[src/rtl/serial_frame_pkg.sv]
// Shared types and constants for the serial frame transmitter.
// Parity option: SERIAL_FRAME_TX_PARITY_EN.
package serial_frame_pkg;

   localparam int   FRAME_DATA_BITS = 8;
   localparam logic IDLE_LEVEL      = 1'b1;
   localparam logic START_LEVEL     = 1'b0;

`ifdef SERIAL_FRAME_TX_PARITY_EN
   typedef enum logic [2:0] {
      IDLE,
      START,
      DATA,
      PARITY,
      STOP
   } state_t;
`else
   typedef enum logic [2:0] {
      IDLE,
      START,
      DATA,
      STOP
   } state_t;
`endif

   function automatic logic even_parity(input logic [7:0] b);
      return ^b;
   endfunction

endpackage

[src/rtl/serial_frame_tx_bit_timer.sv]
// Bit-period timer: tick marks the last clk of each serial bit.
// Held at zero while clear is high so a bit always starts a full period.
module bit_timer #(
   parameter int CLKS_PER_BIT = 4
) (
   input  logic clk,
   input  logic reset,
   input  logic clear,
   output logic tick
);

   localparam int            W  = $clog2(CLKS_PER_BIT + 1);
   localparam logic [W-1:0]  TC = W'(CLKS_PER_BIT - 1);

   logic [W-1:0] r_cnt;
   logic         w_tc;

   assign w_tc = (r_cnt == TC);
   assign tick = w_tc && !clear;

   always_ff @(posedge clk or posedge reset) begin
      if (reset) begin
         r_cnt <= '0;
      end else if (clear || w_tc) begin
         r_cnt <= '0;
      end else begin
         r_cnt <= r_cnt + 1'b1;
      end
   end

endmodule

[src/rtl/serial_frame_tx.sv]
// UART-style frame transmitter: start, 8 data bits LSB first, stop.
// Optional even parity bit when SERIAL_FRAME_TX_PARITY_EN is defined.
module serial_frame_tx
   import serial_frame_pkg::*;
#(
   parameter int CLKS_PER_BIT = 4
) (
   input  logic       clk,
   input  logic       reset,
   input  logic [7:0] data_in,
   input  logic       valid,
   output logic       ready,
   output logic       tx,
   output logic       busy
);

   localparam logic [2:0] LAST_IDX = 3'(FRAME_DATA_BITS - 1);

   state_t     r_state;
   logic [7:0] r_shift;
   logic [2:0] r_idx;
   logic       r_tx;
   logic       r_ready;
   logic       w_clear;
   logic       w_tick;
`ifdef SERIAL_FRAME_TX_PARITY_EN
   logic       r_par;
`endif

   assign w_clear = (r_state == IDLE);

   bit_timer #(
      .CLKS_PER_BIT (CLKS_PER_BIT)
   ) u_bit_timer (
      .clk   (clk),
      .reset (reset),
      .clear (w_clear),
      .tick  (w_tick)
   );

   always_ff @(posedge clk or posedge reset) begin
      if (reset) begin
         r_state <= IDLE;
         r_shift <= '0;
         r_idx   <= '0;
         r_tx    <= IDLE_LEVEL;
         r_ready <= 1'b1;
`ifdef SERIAL_FRAME_TX_PARITY_EN
         r_par   <= 1'b0;
`endif
      end else begin
         unique case (r_state)
            IDLE: begin
               r_tx    <= IDLE_LEVEL;
               r_ready <= 1'b1;
               // Start bit goes out in the very next cycle.
               if (valid && r_ready) begin
                  r_state <= START;
                  r_shift <= data_in;
                  r_idx   <= '0;
                  r_tx    <= START_LEVEL;
                  r_ready <= 1'b0;
`ifdef SERIAL_FRAME_TX_PARITY_EN
                  r_par   <= even_parity(data_in);
`endif
               end
            end
            START: begin
               if (w_tick) begin
                  r_state <= DATA;
                  r_tx    <= r_shift[0];
               end
            end
            DATA: begin
               if (w_tick) begin
                  if (r_idx == LAST_IDX) begin
`ifdef SERIAL_FRAME_TX_PARITY_EN
                     r_state <= PARITY;
                     r_tx    <= r_par;
`else
                     r_state <= STOP;
                     r_tx    <= IDLE_LEVEL;
`endif
                  end else begin
                     r_shift <= {1'b0, r_shift[7:1]};
                     r_tx    <= r_shift[1];
                     r_idx   <= r_idx + 3'd1;
                  end
               end
            end
`ifdef SERIAL_FRAME_TX_PARITY_EN
            PARITY: begin
               if (w_tick) begin
                  r_state <= STOP;
                  r_tx    <= IDLE_LEVEL;
               end
            end
`endif
            STOP: begin
               if (w_tick) begin
                  r_state <= IDLE;
                  r_ready <= 1'b1;
               end
            end
            default: begin
               r_state <= IDLE;
               r_tx    <= IDLE_LEVEL;
               r_ready <= 1'b1;
            end
         endcase
      end
   end

   assign ready = r_ready;
   assign busy  = ~r_ready;
   assign tx    = r_tx;

endmodule

[config.mk]
export PLATFORM = sky130hd
export DESIGN_NAME = serial_frame_tx
export DESIGN_NICKNAME = d
export VERILOG_FILES = /design/src/rtl/serial_frame_pkg.sv /design/src/rtl/serial_frame_tx_bit_timer.sv /design/src/rtl/serial_frame_tx.sv
export SDC_FILE = /design/constraint.sdc
export NUM_CORES = 1
export LEC_CHECK = 0
export ABC_AREA = 1
export BUFFER_PORTS_ARGS = -buffer_cell sky130_fd_sc_hd__buf_2
export CORE_ASPECT_RATIO = 0.5
export CORE_MARGIN = 2
export CORE_UTILIZATION = 30
export CTS_BUF_LIST = sky130_fd_sc_hd__clkbuf_4 sky130_fd_sc_hd__clkbuf_8 sky130_fd_sc_hd__clkbuf_16
export CTS_CLUSTER_SIZE = 10
export DETAILED_ROUTE_END_ITERATION = 7
export GPL_TIMING_DRIVEN = 0
export PLACE_DENSITY = 0.53
export SLEW_MARGIN = 40
export SYNTH_ARGS = -nofsm -noshare
export SYNTH_HDL_FRONTEND = slang
export SYNTH_SLANG_ARGS = --single-unit
[constraint.sdc]
create_clock -name clk -period 1.7 [get_ports clk]
set_clock_uncertainty 0.1 [all_clocks]
set_input_delay 0.34 -clock clk [delete_from_list [all_inputs] [get_ports clk]]
set_output_delay 0.34 -clock clk [all_outputs]
set_load 0.02 [all_outputs]
==> results.cfg, run 1 <==
[clocking]
htree_levels = 1
cts_max_path_buffers = 2
cts-buffers-inserted = 3
clock_latency_ns = 0.26
cts_root_buffer = clkbuf_8
cts_sinks = 18
clkTransAtPathRegs_ns = 0.07
holdBufCountCts = 0
cts_tree = yes

[power_and_ir_drop]
total_power_mw = 2.55
powerDensity_mw_per_mm2 = 2000
p_leak_nw = 0.703
irDropWorstVdd_mv = 0.432

[critical_path]
required_ns = 1.75
critical-path-max-stage-delay_ns = 0.40
crit_arrival_ns = 1.66
crit_type = flop to flop
crit_fanout = 10
rr_endpoint = r_shift[6]
cpMaxStageDelayCell = dfrtp_1
path_cells = inv_2 > ha_4 > inv_2 > nand2_2 > o21ai_4 > nand2_4 > buf_6 > nand2_1 > nand2_1
r2r_setup_slack_ns = 0.09
start_kind = flop
end_kind = flop
reg2reg_from = r_state[0]
reg2reg_depth = 9

[floorplan]
rows = 15
die_h_um = 45.6
core_mm2 = 0.00338
dieArea_mm2 = 0.00397
die_w_um = 87.2
initial_core_util_pct = 30.7
ios = 14

[grt]
grt_pass1_wl_um = 3680
grt_pass1_vias = 808
met1_usage_pct = 14.8
antenna_found_initial = 0
grt-busiest-layer = met2
overflow = 0
grt_usage_pct = 12.2
grt_max_degree = 19
met3_usage_pct = 3.80
grtUsageMet2_pct = 21.5

[timing]
finalCriticalPeriod_ns = 1.61
rsz0062_at_grt = false
setup_violations = 0
drv_slew = 0
hold_ws_ns = 0.0829
maxSlewHeadroom_pct = 52.9
final_hold_viol_count = 0
finalCritPeriodShare_pct = 94.5
tightest_slew_ns = 0.705
max_freq_mhz = 622
tns_ns = 0

[yosys]
synthCells = 131
syn_avg_cell_area_um2 = 7.92
ys_warn_count = 0
ys_types = 22
mappedNetlistNets = 150
seq_area_frac_synth_pct = 43.7
ys_seq_elements = 18
synth_area_mm2 = 0.00104

[detailed_routing]
totalWireLength_um = 2200
wl_per_cell_um = 11.3
ant_nets = 0
firstDrtPassIters = 4
drc_errors = 0
via_per_inst = 4.53
vias = 884
first_iter_violations = 32

[outcome]
run_status = finished clean

[placed_design]
hpwl_um = 1450
place_congestion = 0.700
portBuffers = 13
placed_cell_area_mm2 = 0.00115

[layout]
most-common-layout-cells = 55 x nand2_1, 16 x dfrtp_1, 14 x buf_2, 10 x inv_1
area_delta_synth_final_pct = 22.7
drive_gt1_share_pct = 25.5
postLayoutCellArea_mm2 = 0.00127
final_util_pct = 37.7
fillCellCount = 369
final_nets = 173
layout_commonest_cell = nand2_1
antenna_cells = 0

[hold_path]
min_path_type = input port to async pin

[flow_run]
cap_violations = 0
## worst max path at each step
stage	to	startpoint	slack [ns]	depth (start not counted)
2_1_floorplan	r_shift[1]	r_state[0]	0.09	9
3_3_place_gp	r_shift[5]	r_state[0]	-0.12	9
3_5_place_dp	r_shift[6]	r_state[0]	-0.14	9
4_1_cts	r_shift[6]	r_state[0]	0.02	9
5_1_grt	r_shift[0]	r_idx[0]	0.009	7
6_report	r_shift[6]	r_state[0]	0.09	9
## stage by stage
step,setup slack (ns),cells
after floorplan,0.0854,131
after global placement,-0.116,186
final,0.0934,195
after CTS,0.0178,192
after global routing,0.00882,195
after detailed placement,-0.135,186
## cells in the mapped netlist
cell type / count / area share [%]
dfstp_2: 2 / 5.1
nand2_1: 55 / 20
inv_2: 2 / 0.72
dfrtp_1: 16 / 39
inv_1: 11 / 4.0
buf_6: 1 / 1.1
ha_1: 8 / 9.7
a21oi_1: 1 / 0.48
nor2_2: 1 / 0.60
nand2_2: 1 / 0.60
a21oi_4: 1 / 1.6
nor2_1: 8 / 2.9
a21o_1: 1 / 0.72
or2_2: 2 / 1.2
nand3b_1: 1 / 0.72
nand3_1: 8 / 3.9
o21ai_0: 4 / 1.9
nand4_1: 4 / 2.4
o21ai_4: 1 / 1.6
o21ai_2: 1 / 0.84
buf_2: 1 / 0.48
nand2_4: 1 / 1.1
## registers in the layout, indices dropped and copies added (netlist names)
signal / cells
tx: 1
ready: 1
r_shift: 8
r_state: 2
r_idx: 3
u_bit_timer.r_cnt: 3
## report_power, final
part	internal, mW	total, mW	leakage [nW]	switching (mW)
combinational	0.587	1.44	0.449	0.857
clock	0.206	0.361	0.0288	0.155
sequential	0.637	0.742	0.226	0.105
total	1.43	2.55	0.703	1.12
## area by class of cell
cell class	instances	area (um2)	area share, %
Sequential cell	18	453	35.6
Buffer	2	16.3	1.28
Multi-Input combinational cell	98	544	42.8
Tap cell	42	52.6	4.13
Timing Repair Buffer	18	103	8.06
Clock buffer	4	55.1	4.33
Inverter	13	48.8	3.83
## kinds of logic (layout without fill, tap and decap cells)
family / count (synthesis) / in the layout / synth area share [%]
fa+ha+maj: 8 / 8 / 9.65
flops: 18 / 18 / 43.7
buf+inv: 15 / 37 / 6.27
simple gates: 81 / 81 / 33.3
compound gates: 9 / 9 / 7.12
## metal layers
layer / part of all wire [%] / wire (um)
met2: 46 / 1010
met3: 3.2 / 70
met5: 0 / 0
met4: 0.64 / 14
met1: 50 / 1110
## repair_timing
item                                    4_1_cts  5_1_grt
gates resized for setup                       1        4
endpoints found under the setup margin       11       13
setup buffers                                 2        3
pin swaps                                     1        1
## critical path: cells and delay by family, from the launching register on
kind                     cells  cell delay (ns)
flip-flops                   1             0.40
AO/OA/AOI/OAI                1             0.19
adder cells (fa/ha/maj)      1             0.19
buffers and inverters        3             0.32
AND/OR/NAND/NOR              4             0.29
No activity file was read; power rests on OpenSTA's default activity.
==> inputs of run 2 (changes only) <==
PLACE_DENSITY = 0.51   (was 0.53)
clock period = 1.9 ns   (was 1.7 ns; I/O delays follow)
==> run 2 against run 1 <==
Against the previous run:
- combinational power shrank 18%
- core utilization shrank 0.89 points
- sequential share of layout area grew 0.86 points
- die area is the same
- critical path depth shrank 1
- via count shrank 1.6%
- count of clock-buffer cells in the layout is the same
- clock power shrank 12%
- wire length shrank 6.4%
- fmax shrank 9.1%
- first-iteration DRC count grew 31%
- sequential power shrank 9.8%
- largest power group unchanged
==> results.cfg, run 2 (synthesized netlist as in run 1, its figures left out) <==
[detailed_routing]
ant_nets = 0
firstDrtPassIters = 4
first_iter_violations = 42
drc_errors = 0
wl_per_cell_um = 10.6
via_per_inst = 4.48
totalWireLength_um = 2060
vias = 870

[placed_design]
hpwl_um = 1480
portBuffers = 13
place_congestion = 0.731
pre_cts_ws_ns = 0.0677

[critical_path]
path_buf_inv = 2
rr_endpoint = r_shift[3]
crit_arrival_ns = 1.82
cpMaxStageDelayCell = dfrtp_1
reg2reg_depth = 8
start_kind = flop
required_ns = 1.95
crit_family = flip-flops
reg2reg_from = r_state[0]
crit_top_cell = nand2_1
r2r_setup_slack_ns = 0.13
critical-path-max-stage-delay_ns = 0.42
end_kind = flop
crit_type = flop to flop
path_cells = inv_1 > ha_1 > nor2_2 > a21oi_4 > nand2_4 > buf_6 > nand2_1 > nand2_1
crit_fanout = 10

[grt]
grt_pass1_vias = 812
grt_pass1_wl_um = 3700
antenna_found_initial = 0
grt_max_degree = 19
grt_usage_pct = 12.2
overflow = 0

[timing]
maxSlewHeadroom_pct = 52.5
finalCritPeriodShare_pct = 93.1
drv_slew = 0
setup_violations = 0
setup_slack_ns = 0.132
final_hold_viol_count = 0
tightest_slew_ns = 0.711
finalCriticalPeriod_ns = 1.77
max_freq_mhz = 566
rsz0062_at_grt = false
tns_ns = 0

[clocking]
cts-buffers-inserted = 3
clkTransAtPathRegs_ns = 0.07
cts_tree = yes
cts_root_buffer = clkbuf_8
clock_latency_ns = 0.25
cts_sinks = 18
htree_levels = 1
cts_max_path_buffers = 2

[floorplan]
initial_core_util_pct = 30.7
ios = 14
rows = 15
dieArea_mm2 = 0.00397
die_h_um = 45.6
core_mm2 = 0.00338
die_w_um = 87.2

[outcome]
run_status = finished clean

[layout]
antenna_cells = 0
fillCellCount = 366
largest_reg_flops = 8
most-common-layout-cells = 55 x nand2_1, 16 x dfrtp_1, 14 x buf_2, 11 x inv_1
largestRegisters = r_shift x8, r_idx x3, u_bit_timer.r_cnt x3
final_nets = 172
drive_gt1_share_pct = 23.7
layout_commonest_cell = nand2_1
area_delta_synth_final_pct = 19.8
largest-register = r_shift

[power_and_ir_drop]
power.internal_mw = 1.22
swShare_pct = 43.6
powerDensity_mw_per_mm2 = 1740
irDropWorstVdd_mv = 0.387
p_switching_mw = 0.946
p_clk_share_pct = 14.7
comb_power_share_pct = 54.4
p_leak_nw = 0.696
seqPwrFrac_pct = 30.9

[flow_run]
cap_violations = 0

[hold_path]
min_path_type = input port to async pin
==> run 2: worst max-delay path by stage <==
stage / start / to / slack [ns] / cells after the start
4_1_cts: r_state[0] / r_idx[1] / 0.05 / 9
2_1_floorplan: r_state[0] / r_shift[1] / 0.29 / 9
3_3_place_gp: r_state[0] / r_idx[1] / 0.07 / 9
6_report: r_state[0] / r_shift[3] / 0.13 / 8
5_1_grt: r_state[0] / r_shift[3] / 0.01 / 8
3_5_place_dp: r_state[0] / r_idx[1] / 0.07 / 9
==> run 2: routing by layer <==
layer	GRT usage, %	share of wire (%)
met4	3.69	1.0
met3	3.80	4.2
met5	0	0
met2	20.2	46
met1	15.7	48
==> run 2: through the flow <==
step                util, %  std cells  total power, mW  area (um2)  hold slack, ns
finish                 36.8        194             2.17        1240           0.127
global route           36.8        194             2.39        1240           0.194
CTS                    35.8        190             2.13        1210           0.156
detailed placement     34.2        186             1.81        1150           0.332
global placement       34.2        186             1.79        1150           0.321
floorplan                 -        131             1.56        1040           0.217
==> run 2: final cells by class <==
type	count	area [um2]	area share, %
Inverter	13	48.8	3.93
Multi-Input combinational cell	98	522	42.0
Clock buffer	4	55.1	4.43
Timing Repair Buffer	17	95.1	7.65
Sequential cell	18	453	36.5
Buffer	2	16.3	1.31
Tap cell	42	52.6	4.23
==> run 2: power groups by stage <==
| stage | clock network [mW] | logic [mW] | registers, mW |
|---|---|---|---|
| final | 0.319 | 1.18 | 0.669 |
| after global placement | 0 | 1.12 | 0.669 |
| after detailed placement | 0 | 1.13 | 0.675 |
| after global routing | 0.352 | 1.35 | 0.689 |
| after floorplan | 0 | 0.877 | 0.680 |
| after CTS | 0.330 | 1.14 | 0.668 |
==> run 2: worst register-to-register path: cells and delay by family (launching register included) <==
kind | cells | cell delay [ns]
DFF | 1 | 0.42
adders and majority gates | 1 | 0.31
buffers and inverters | 2 | 0.25
AOI/OAI and AO/OA | 1 | 0.28
and+or+nand+nor | 4 | 0.31
==> run 2: what timing repair did <==
item                                    4_1_cts  5_1_grt
hold buffers                                  0        0
resized for setup                             0        1
setup buffers                                 0        4
hold endpoints to repair                      0        0
endpoints found under the setup margin        0       10
==> inputs of run 3 (changes only) <==
PLACE_DENSITY = not set   (was 0.51)
PLACE_DENSITY_LB_ADDON = 0.2   (was not set)
==> run 3 against run 2 <==
Against the previous run:
- clock power about the same
- wire length about the same
- sequential share of layout area unchanged
- via count fell by 1.8%
- combinational power hardly changed
- largest cell class unchanged
==> results.cfg, run 3 (synthesized netlist as in run 1, its figures left out) <==
[layout]
area_delta_synth_final_pct = 19.8
largestRegisters = r_shift x8, r_idx x3, u_bit_timer.r_cnt x3
layout_commonest_cell = nand2_1
antenna_cells = 0
drive_gt1_share_pct = 23.7
final_nets = 172
instances_no_fill = 194
largest_reg_flops = 8
largest-register = r_shift
most-common-layout-cells = 55 x nand2_1, 16 x dfrtp_1, 14 x buf_2, 11 x inv_1
postLayoutCellArea_mm2 = 0.00124

[clocking]
cts_sinks = 18
clkTransAtPathRegs_ns = 0.07
cts_root_buffer = clkbuf_8
clock_latency_ns = 0.25
cts-buffers-inserted = 3
htree_levels = 1
cts_tree = yes
cts_max_path_buffers = 2

[grt]
antenna_found_initial = 0
grt_pass1_vias = 786
grt_usage_pct = 11.8
grt_pass1_wl_um = 3580
grt_max_degree = 19
overflow = 0

[placed_design]
placed_cell_area_mm2 = 0.00115
hpwl_um = 1450
place_congestion = 0.725
portBuffers = 13
place_inst = 186

[critical_path]
end_kind = flop
start_kind = flop
crit_type = flop to flop
required_ns = 1.95
crit_fanout = 10
crit_arrival_ns = 1.82

[power_and_ir_drop]
powerDensity_mw_per_mm2 = 1740
total_power_mw = 2.17
irDropWorstVdd_mv = 0.515
p_leak_nw = 0.696

[timing]
finalCriticalPeriod_ns = 1.78
rsz0062_at_grt = false
max_freq_mhz = 563
maxSlewHeadroom_pct = 52.8
setup_violations = 0
tns_ns = 0
hold_ws_ns = 0.127
tightest_slew_ns = 0.707
finalCritPeriodShare_pct = 93.5
final_hold_viol_count = 0
drv_slew = 0

[floorplan]
initial_core_util_pct = 30.7
ios = 14
dieArea_mm2 = 0.00397
rows = 15
core_mm2 = 0.00338
die_w_um = 87.2
die_h_um = 45.6

[detailed_routing]
vias = 854
ant_nets = 0
totalWireLength_um = 2060
wl_per_cell_um = 10.6
firstDrtPassIters = 4
drc_errors = 0
first_iter_violations = 20
via_per_inst = 4.40

[outcome]
run_status = finished clean

[hold_path]
min_path_type = input port to async pin

[flow_run]
cap_violations = 0
==> run 3: cell counts in the layout (fill, tap and decap cells not counted) <==
No cell type changed its count.
==> run 3: timing repair <==
action	in CTS	in global routing
resized for setup	0	1
setup buffers	0	4
endpoints found under the setup margin	0	10
hold buffers	0	0
==> run 3: final timing paths <==
check	from	to	slack, ns	cells after the start
setup / recovery	r_state[0]	r_shift[3]	0.12	8
hold / removal	reset	r_shift[2]	0.13	2
max in group asynchronous	reset	r_state[1]	1.12	2
min in group clk	data_in[7]	r_shift[7]	0.29	3
hold reg to reg	u_bit_timer.r_cnt[0]	u_bit_timer.r_cnt[0]	0.34	1
setup reg to reg	r_state[0]	r_shift[3]	0.12	8
==> run 3: cell type report <==
class                      instances  area, um2
multi-input combinational         98        522
buffer                             2       16.3
clock buffer                       4       55.1
tap                               42       52.6
inverter                          13       48.8
timing repair buffer              17       95.1
fill                             371       2140
sequential                        18        453
==> run 3: stage by stage <==
stage / utilization (%) / setup WS [ns]
6_report: 36.8 / 0.124
5_1_grt: 36.8 / 0.00604
4_1_cts: 35.8 / 0.0500
3_5_place_dp: 34.2 / 0.0659
3_3_place_gp: 34.2 / 0.0755
2_1_floorplan: - / 0.285
==> run 3: worst max-delay path, stage by stage, from the launching register on <==
cell and delay [ns]:
dfrtp_1 0.41, inv_1 0.09, ha_1 0.31, nor2_2 0.10, a21oi_4 0.29, nand2_4 0.10
buf_6 0.16, nand2_1 0.05, nand2_1 0.05
==> run 3: report_power, final <==
part | internal [mW] | total [mW] | leakage (nW) | switching, mW
logic | 0.466 | 1.18 | 0.441 | 0.717
registers | 0.570 | 0.667 | 0.226 | 0.0970
clock network | 0.184 | 0.317 | 0.0288 | 0.133
==> run 3: per-layer routing <==
layer / track usage (%) / vias to the layer above / share of wire (%)
li1: - / 454 / -
met1: 15.9 / 385 / 54
met2: 18.9 / 15 / 42
met3: 4.35 / 0 / 3.9
met4: 1.85 / 0 / 0
met5: 0 / - / 0
